[src/rtl/divac_pkg.sv]
// Shared types and constants for the divac restoring divider.
// Holds the controller state encoding and default sizing used by the top and its bench.
package divac_pkg;

  localparam int DIVAC_WIDTH = 4;
  localparam int DIVAC_CNT_W = $clog2(DIVAC_WIDTH);

  typedef enum logic [1:0] {
    IDLE = 2'd0,
    RUN  = 2'd1,
    DONE = 2'd2
  } state_e;

endpackage

[src/rtl/divac_sub4.sv]
// Combinational trial subtractor for the restoring divider.
// Produces the W-bit difference and a borrow flag that marks a negative result.
module sub4 #(
  parameter int W = 5
) (
  input  logic [W-1:0] minuend_i,
  input  logic [W-1:0] subtrahend_i,
  output logic [W-1:0] diff_o,
  output logic         neg_o
);

  logic [W:0] full;

  // One extra bit catches the borrow out of the W-bit subtraction.
  assign full   = {1'b0, minuend_i} - {1'b0, subtrahend_i};
  assign diff_o = full[W-1:0];
  assign neg_o  = full[W];

endmodule

[src/rtl/divac.sv]
// Unsigned restoring divider: one quotient bit per RUN cycle, with a divide-by-zero
// shortcut that reports q = all ones, r = a straight from IDLE.
module divac
  import divac_pkg::*;
#(
  parameter int WIDTH = DIVAC_WIDTH
) (
  input  logic             clk,
  input  logic             rst_n,
  input  logic             start,
  input  logic [WIDTH-1:0] a,
  input  logic [WIDTH-1:0] b,
  output logic [WIDTH-1:0] q,
  output logic [WIDTH-1:0] r,
  output logic             busy,
  output logic             done,
  output logic             dz
);

  localparam int CW = (WIDTH > 1) ? $clog2(WIDTH) : 1;

  state_e           state_q, state_d;
  logic [CW-1:0]    cnt_q, cnt_d;
  logic [WIDTH-1:0] dvd_q, dvd_d;
  logic [WIDTH-1:0] dvs_q, dvs_d;
  logic [WIDTH-1:0] rem_q, rem_d;
  logic [WIDTH-1:0] quo_q, quo_d;
  logic             dz_q, dz_d;

  logic [WIDTH:0]   trial;
  logic [WIDTH:0]   diff;
  logic             neg;
  logic             unused_diff_msb;

  assign trial = {rem_q, dvd_q[WIDTH-1]};

  sub4 #(.W(WIDTH + 1)) u_sub4 (
    .minuend_i    (trial),
    .subtrahend_i ({1'b0, dvs_q}),
    .diff_o       (diff),
    .neg_o        (neg)
  );

  // A kept difference is always below the divisor, so its top bit is zero.
  assign unused_diff_msb = diff[WIDTH];

  // NOTE: every next-state signal gets its hold value first so no path infers a latch.
  always_comb begin
    state_d = state_q;
    cnt_d   = cnt_q;
    dvd_d   = dvd_q;
    dvs_d   = dvs_q;
    rem_d   = rem_q;
    quo_d   = quo_q;
    dz_d    = dz_q;
    unique case (state_q)
      IDLE: begin
        if (start) begin
          if (b != '0) begin
            dvd_d   = a;
            dvs_d   = b;
            rem_d   = '0;
            cnt_d   = CW'(WIDTH - 1);
            dz_d    = 1'b0;
            state_d = RUN;
          end else begin
            quo_d   = '1;
            rem_d   = a;
            dz_d    = 1'b1;
            state_d = DONE;
          end
        end
      end
      RUN: begin
        dvd_d = dvd_q << 1;
        quo_d = {quo_q[WIDTH-2:0], ~neg};
        rem_d = neg ? trial[WIDTH-1:0] : diff[WIDTH-1:0];
        if (cnt_q == '0) state_d = DONE;
        else             cnt_d   = cnt_q - 1'b1;
      end
      DONE:    state_d = IDLE;
      default: state_d = IDLE;
    endcase
  end

  // NOTE: sequential state uses non-blocking assignments so all registers update together.
  always_ff @(posedge clk or negedge rst_n) begin
    if (!rst_n) begin
      state_q <= IDLE;
      cnt_q   <= '0;
      dvd_q   <= '0;
      dvs_q   <= '0;
      rem_q   <= '0;
      quo_q   <= '0;
      dz_q    <= 1'b0;
    end else begin
      state_q <= state_d;
      cnt_q   <= cnt_d;
      dvd_q   <= dvd_d;
      dvs_q   <= dvs_d;
      rem_q   <= rem_d;
      quo_q   <= quo_d;
      dz_q    <= dz_d;
    end
  end

  assign q    = quo_q;
  assign r    = rem_q;
  assign dz   = dz_q;
  assign busy = (state_q != IDLE);
  assign done = (state_q == DONE);

endmodule
[config.mk]
export PLATFORM = sky130hd
export DESIGN_NAME = divac
export DESIGN_NICKNAME = d
export VERILOG_FILES = /design/src/rtl/divac_pkg.sv /design/src/rtl/divac_sub4.sv /design/src/rtl/divac.sv
export SDC_FILE = /design/constraint.sdc
export NUM_CORES = 1
export LEC_CHECK = 0
export CORE_ASPECT_RATIO = 1.5
export CORE_UTILIZATION = 40
export CTS_BUF_LIST = sky130_fd_sc_hd__clkbuf_4
export CTS_CLUSTER_SIZE = 28
export DETAILED_ROUTE_END_ITERATION = 8
export PLACE_DENSITY = 0.67
export SYNTH_ARGS = -nofsm -noshare
export SYNTH_HDL_FRONTEND = slang
export SYNTH_SLANG_ARGS = --single-unit
[constraint.sdc]
create_clock -name clk -period 1.75 [get_ports clk]
set_input_delay 0.2625 -clock clk [delete_from_list [all_inputs] [get_ports clk]]
set_output_delay 0.2625 -clock clk [all_outputs]
set_load 0.005 [all_outputs]
# --- Yosys cells after proc, flatten, opt, wreduce, memory -nomap -nowiden ---
# Index checks and enable logic that the tools add are counted.
# W data, S select, Z words.
word_totals:
  register_bits: 21
  inputBits: 11
classes:
  addsub: 2
  n_eq_ne: 7
  mux: 19
  n_bitwise: 1
  reduce_logical: 12
op_table:
  columns: ["cell", "count"]
  rows:
  - ["$mux W4", 7]
  - ["$pmux W4 S2", 3]
  - ["$mux W2", 6]
  - ["$ne A2 B2 Y1 const B", 5]
  - ["$reduce_and A3 Y1", 3]
  - ["$pmux W2 S2", 2]
  - ["$reduce_and A2 Y1", 3]
  - ["$sub A5 B4 Y6", 1]
  - ["$logic_not A2 Y1", 2]
  - ["$reduce_and A4 Y1", 1]
  - ["$reduce_bool A2 Y1", 2]
  - ["$reduce_bool A4 Y1", 1]
  - ["$eq A2 B1 Y1 const B", 1]
  - ["$eq A2 B2 Y1 const B", 1]
  - ["$sub A2 B1 Y2 const B", 1]
  - ["$mux W1", 1]
  - ["$not A1 Y1", 1]

# --- Depth between registers and ports, before layout ---
logic_depth:
  depth_word: 4
  mapped_depth: 7
  depth_no_buf: 7

# --- Hierarchy ---
# Synthesis repeated with hierarchy kept, for this count alone.
unflattened:
  hier_cells: 124
  hier_area_um2: 1257.5
modules_own_cells:
  columns: ["mod", "n_inst", "cells_per_inst", "area_per_inst_um2", "seq_area_each_um2"]
  rows:
  - ["divac", 1, 95, 1051.0, 525.5]
  - ["sub4", 1, 29, 206.4, 0.0]

# --- Least setup slack after synthesis ---
# No wires, ideal clock.
synth_path:
  kind: "reg-to-reg"
  from: "reg rem_q[0], in the netlist r[0]"
  to: "reg rem_q[0], in the netlist r[0]"
  setup_ns: 0.076
  t_arrival_ns: 1.740
  required_ns: 1.674
  setup_slack_ns: -0.067
  path_stages_with_launch: 7
  n_path_buf: 0
  cell_sequence: "dfrtp_1 ha_1 nor2b_1 o31a_1 nor3_4 mux2_1 o21ai_1"
synth_via:
  elab_chain_len: 3
synth_rtl:
  columns: ["element", "line", "rtl"]
  rows:
  - ["from (decl)", "divac.sv:26", "logic [WIDTH-1:0] rem_q, rem_d;"]
  - ["from (signal assigned)", "divac.sv:101", "rem_q <= rem_d;"]
  - ["$sub A5 B4 Y6", "divac_sub4.sv:15", "assign full = {1'b0, minuend_i} - {1'b0, subtrahend_i};"]
  - ["$mux W4", "divac.sv:77", "rem_d = neg ? trial[WIDTH-1:0] : diff[WIDTH-1:0];"]
  - ["$pmux W4 S2", "divac.sv:56", "unique case (state_q)"]
# No other way between the ends.
# A chain may end at the register's enable or synchronous reset.

# --- Worst setup path after layout ---
layout_path:
  from: "reg rem_q[0], in the netlist r[0]"
  to: "reg rem_q[1], in the netlist r[1]"
layout_via:
  elab_chain_len: 3
layout_rtl:
  columns: ["element", "line"]
  rows:
  - ["$sub A5 B4 Y6", "divac_sub4.sv:15"]
  - ["$mux W4 (*)", "divac.sv:77"]
  - ["$pmux W4 S2 (*)", "divac.sv:56"]
# Every way passes the cells marked *; elsewhere a longest branch is shown, timed or not.

==> results.ini <==
[status]
status=finished, violations left
violations=negative setup slack

[setup_path]
crit_path_max_incr_delay_ns=0.43
endpoint=r[1]$_DFFE_PN0P_
crit_path_top_delay_cell=dfrtp_1
crit_path_end_kind=flop
cp_num_cells=7
r2r-end=r[1]$_DFFE_PN0P_
required_ns=1.95
rr_startpoint=r[0]$_DFFE_PN0P_
cp_num_buf_inv=1
crit_chain=ha_1 > nor2b_4 > o31a_1 > nor3_4 > buf_6 > mux2i_1 > o21ai_1
critPathArrivalTime_ns=2.03
crit_path_start_kind=flop
ff2ff_path_depth=7
r2r_slack_ns=-0.09
critPathKind=flop to flop
crit_start=r[0]$_DFFE_PN0P_
crit_family=flip-flops
critPathMaxFanout=4

[pwr]
p_int_uw=1810
max-vdd-ir-drop_mv=1.16
p_sw_uw=1160
p_sw_share_pct=39.0
power.share.combinational_pct=62.8
p_leak_uw=0.000716
p_seq_share_pct=28.6
clock_power_share_pct=8.6
power.density_mw_per_mm2=1920

[route]
ant_nets=0
drc=0
dr.pass1.iters=4
wl_um=2710
wl_per_cell_um=14.3
num_vias=972
vias_per_cell=5.14
drt_iter0_markers=14

[grt]
grt_max_degree=22
grt_usage_pct=20.0
grt_pass1_vias=1011
antenna_found_initial=0
grt_pass1_wl_um=4450
grt.overflow.total=0

[layout]
nFillCells=261
regArea_sq_um=526
multi_input_area_sq_um=568
drive_above_1_share_pct=20.4
finalNetCount=170
final_common_cell=dfrtp_1
final_area_sq_mm=0.00154
layout.cells.non_filler=189
mostFrequentLayoutCells=dfrtp_1, clkdlybuf4s50_1, nand2_1
diodes=0
syn_to_final_growth_pct=38.5

[sta]
setup_slack_ns=-0.0883
finalMaxSlewViolations=0
report.final.setup_viol=4
max_freq_mhz=544
rsz0062_at_grt=yes
finClkSkew_ns=0.00861
hold_viol=0
finalCritPeriodShare_pct=105
period_needed_ns=1.84
worst_pin_slew_ns=0.434
slew_headroom_pct=71.0

[synthesis]
synth-seq-cells=21
syn-mean-instance-area_sq_um=9.76
synthCells=114
synth_area_sq_mm=0.00111
async_reset_ff_share_pct=100
yosysUniqueCellTypes=37
syn_nets=131
ys.warnings.count=0
synthFlopType=dfrtp_1
synth_edf_count=0
synth-seq-area-share_pct=47.2

[floorplan]
pin_count=22
std_cell_rows=23
die_h_um=66.6
coreArea_sq_mm=0.00265
initial_utilization_pct=42.0
die_x_um=45.1
dieArea_sq_mm=0.00300

[clock_network]
clock_path_buffers=2
clk_pin_slew_ns=0.13
clock_latency_ns=0.30
cts_root_buf=clkbuf_4
cts-htree-levels=1
cts_sinks=21
hold_buffers=0
numCtsBuffers=3
tritoncts=built

[placed_design]
dp_hpwl_um=2010
dp_cells=183
place_congestion=0.825
placedInstanceArea_sq_mm=0.00146
port_buffers=21

[worst_hold_path]
min_path_type=primary input to asynchronous set/reset pin

[flow_run]
cap_viol_max_count=0

-- cells by family after synthesis --
logic type | synth area share (%)
compound gates | 19.5
xor+xnor | 0.788
fa+ha+maj | 7.42
buf+inv | 4.27
flops | 47.2
mux | 2.92
simple gates | 17.9
-- through the flow --
stage / util (%) / hold slack, ns / total power [uW] / TNS (ns) / worst slack (ns)
CTS: 56.3 / 0.309 / 2770 / -0.103 / -0.0498
detailed placement: 55.2 / 0.458 / 2500 / -0.0885 / -0.0305
floorplan: - / -0.0331 / 1810 / -0.0666 / -0.0666
finish: 58.2 / 0.289 / 2960 / -0.212 / -0.0883
global route: 58.2 / 0.322 / 3200 / -0.538 / -0.147
global placement: 55.2 / 0.454 / 2450 / -0.0153 / -0.0121
-- final cells by class --
type	count	area share (%)
timing repair buffer	37	21.9
clock buffer	4	1.95
sequential	21	34.1
inverter	9	2.19
tap	37	3.01
multi-input combinational	81	36.9
-- state kept, by name, summed over array words and instances (netlist names) --
name	flops
cnt_q	2
dvs_q	4
dz	1
r	4
state_q	2
q	4
dvd_q	4
-- metal layers --
metal / part of all wire [%] / up-vias / GRT usage, %
li1: - / 475 / -
met1: 41 / 455 / 24.3
met2: 51 / 32 / 35.9
met3: 4.5 / 10 / 2.71
met4: 3.2 / 0 / 4.92
met5: 0 / - / 0
-- synth_stat cells (2+ instances only) --
| cell | count | area share [%] |
|---|---|---|
| o21ai_0 | 7 | 3.1 |
| nor2_1 | 6 | 2.0 |
| dfrtp_1 | 21 | 47 |
| o21ai_1 | 5 | 2.2 |
| a21oi_1 | 5 | 2.2 |
| ha_1 | 5 | 5.6 |
| buf_2 | 2 | 0.90 |
| a22oi_1 | 5 | 3.4 |
| nor2b_1 | 3 | 1.7 |
| nand3_1 | 2 | 0.90 |
| inv_1 | 9 | 3.0 |
| nand2_1 | 19 | 6.4 |
-- power groups by stage --
stage / Sequential, uW / Combinational [uW] / Clock, uW
3_3_place_gp: 849 / 1610 / 0
4_1_cts: 843 / 1670 / 258
6_report: 848 / 1860 / 254
2_1_floorplan: 876 / 934 / 0
3_5_place_dp: 852 / 1650 / 0
5_1_grt: 867 / 2050 / 284
-- what timing repair did --
action	CTS	global route
endpoints found under the hold margin	0	0
pin swaps	0	0
gates cloned	0	0
gates resized for setup	1	9
setup endpoints to repair	4	6
buffers inserted	0	2
-- how the worst min path moves through the flow --
stage / slack (ns) / endpoint / cells after the start
2_1_floorplan: -0.03 / cnt_q[0]$_DFFE_PN0P_ / 0
3_3_place_gp: 0.45 / cnt_q[0]$_DFFE_PN0P_ / 1
3_5_place_dp: 0.46 / cnt_q[0]$_DFFE_PN0P_ / 1
4_1_cts: 0.31 / dvs_q[3]$_DFFE_PN0P_ / 2
5_1_grt: 0.32 / dz$_DFFE_PN0P_ / 2
6_report: 0.29 / dvs_q[2]$_DFFE_PN0P_ / 2
No activity file was read; power rests on OpenSTA's default activity.
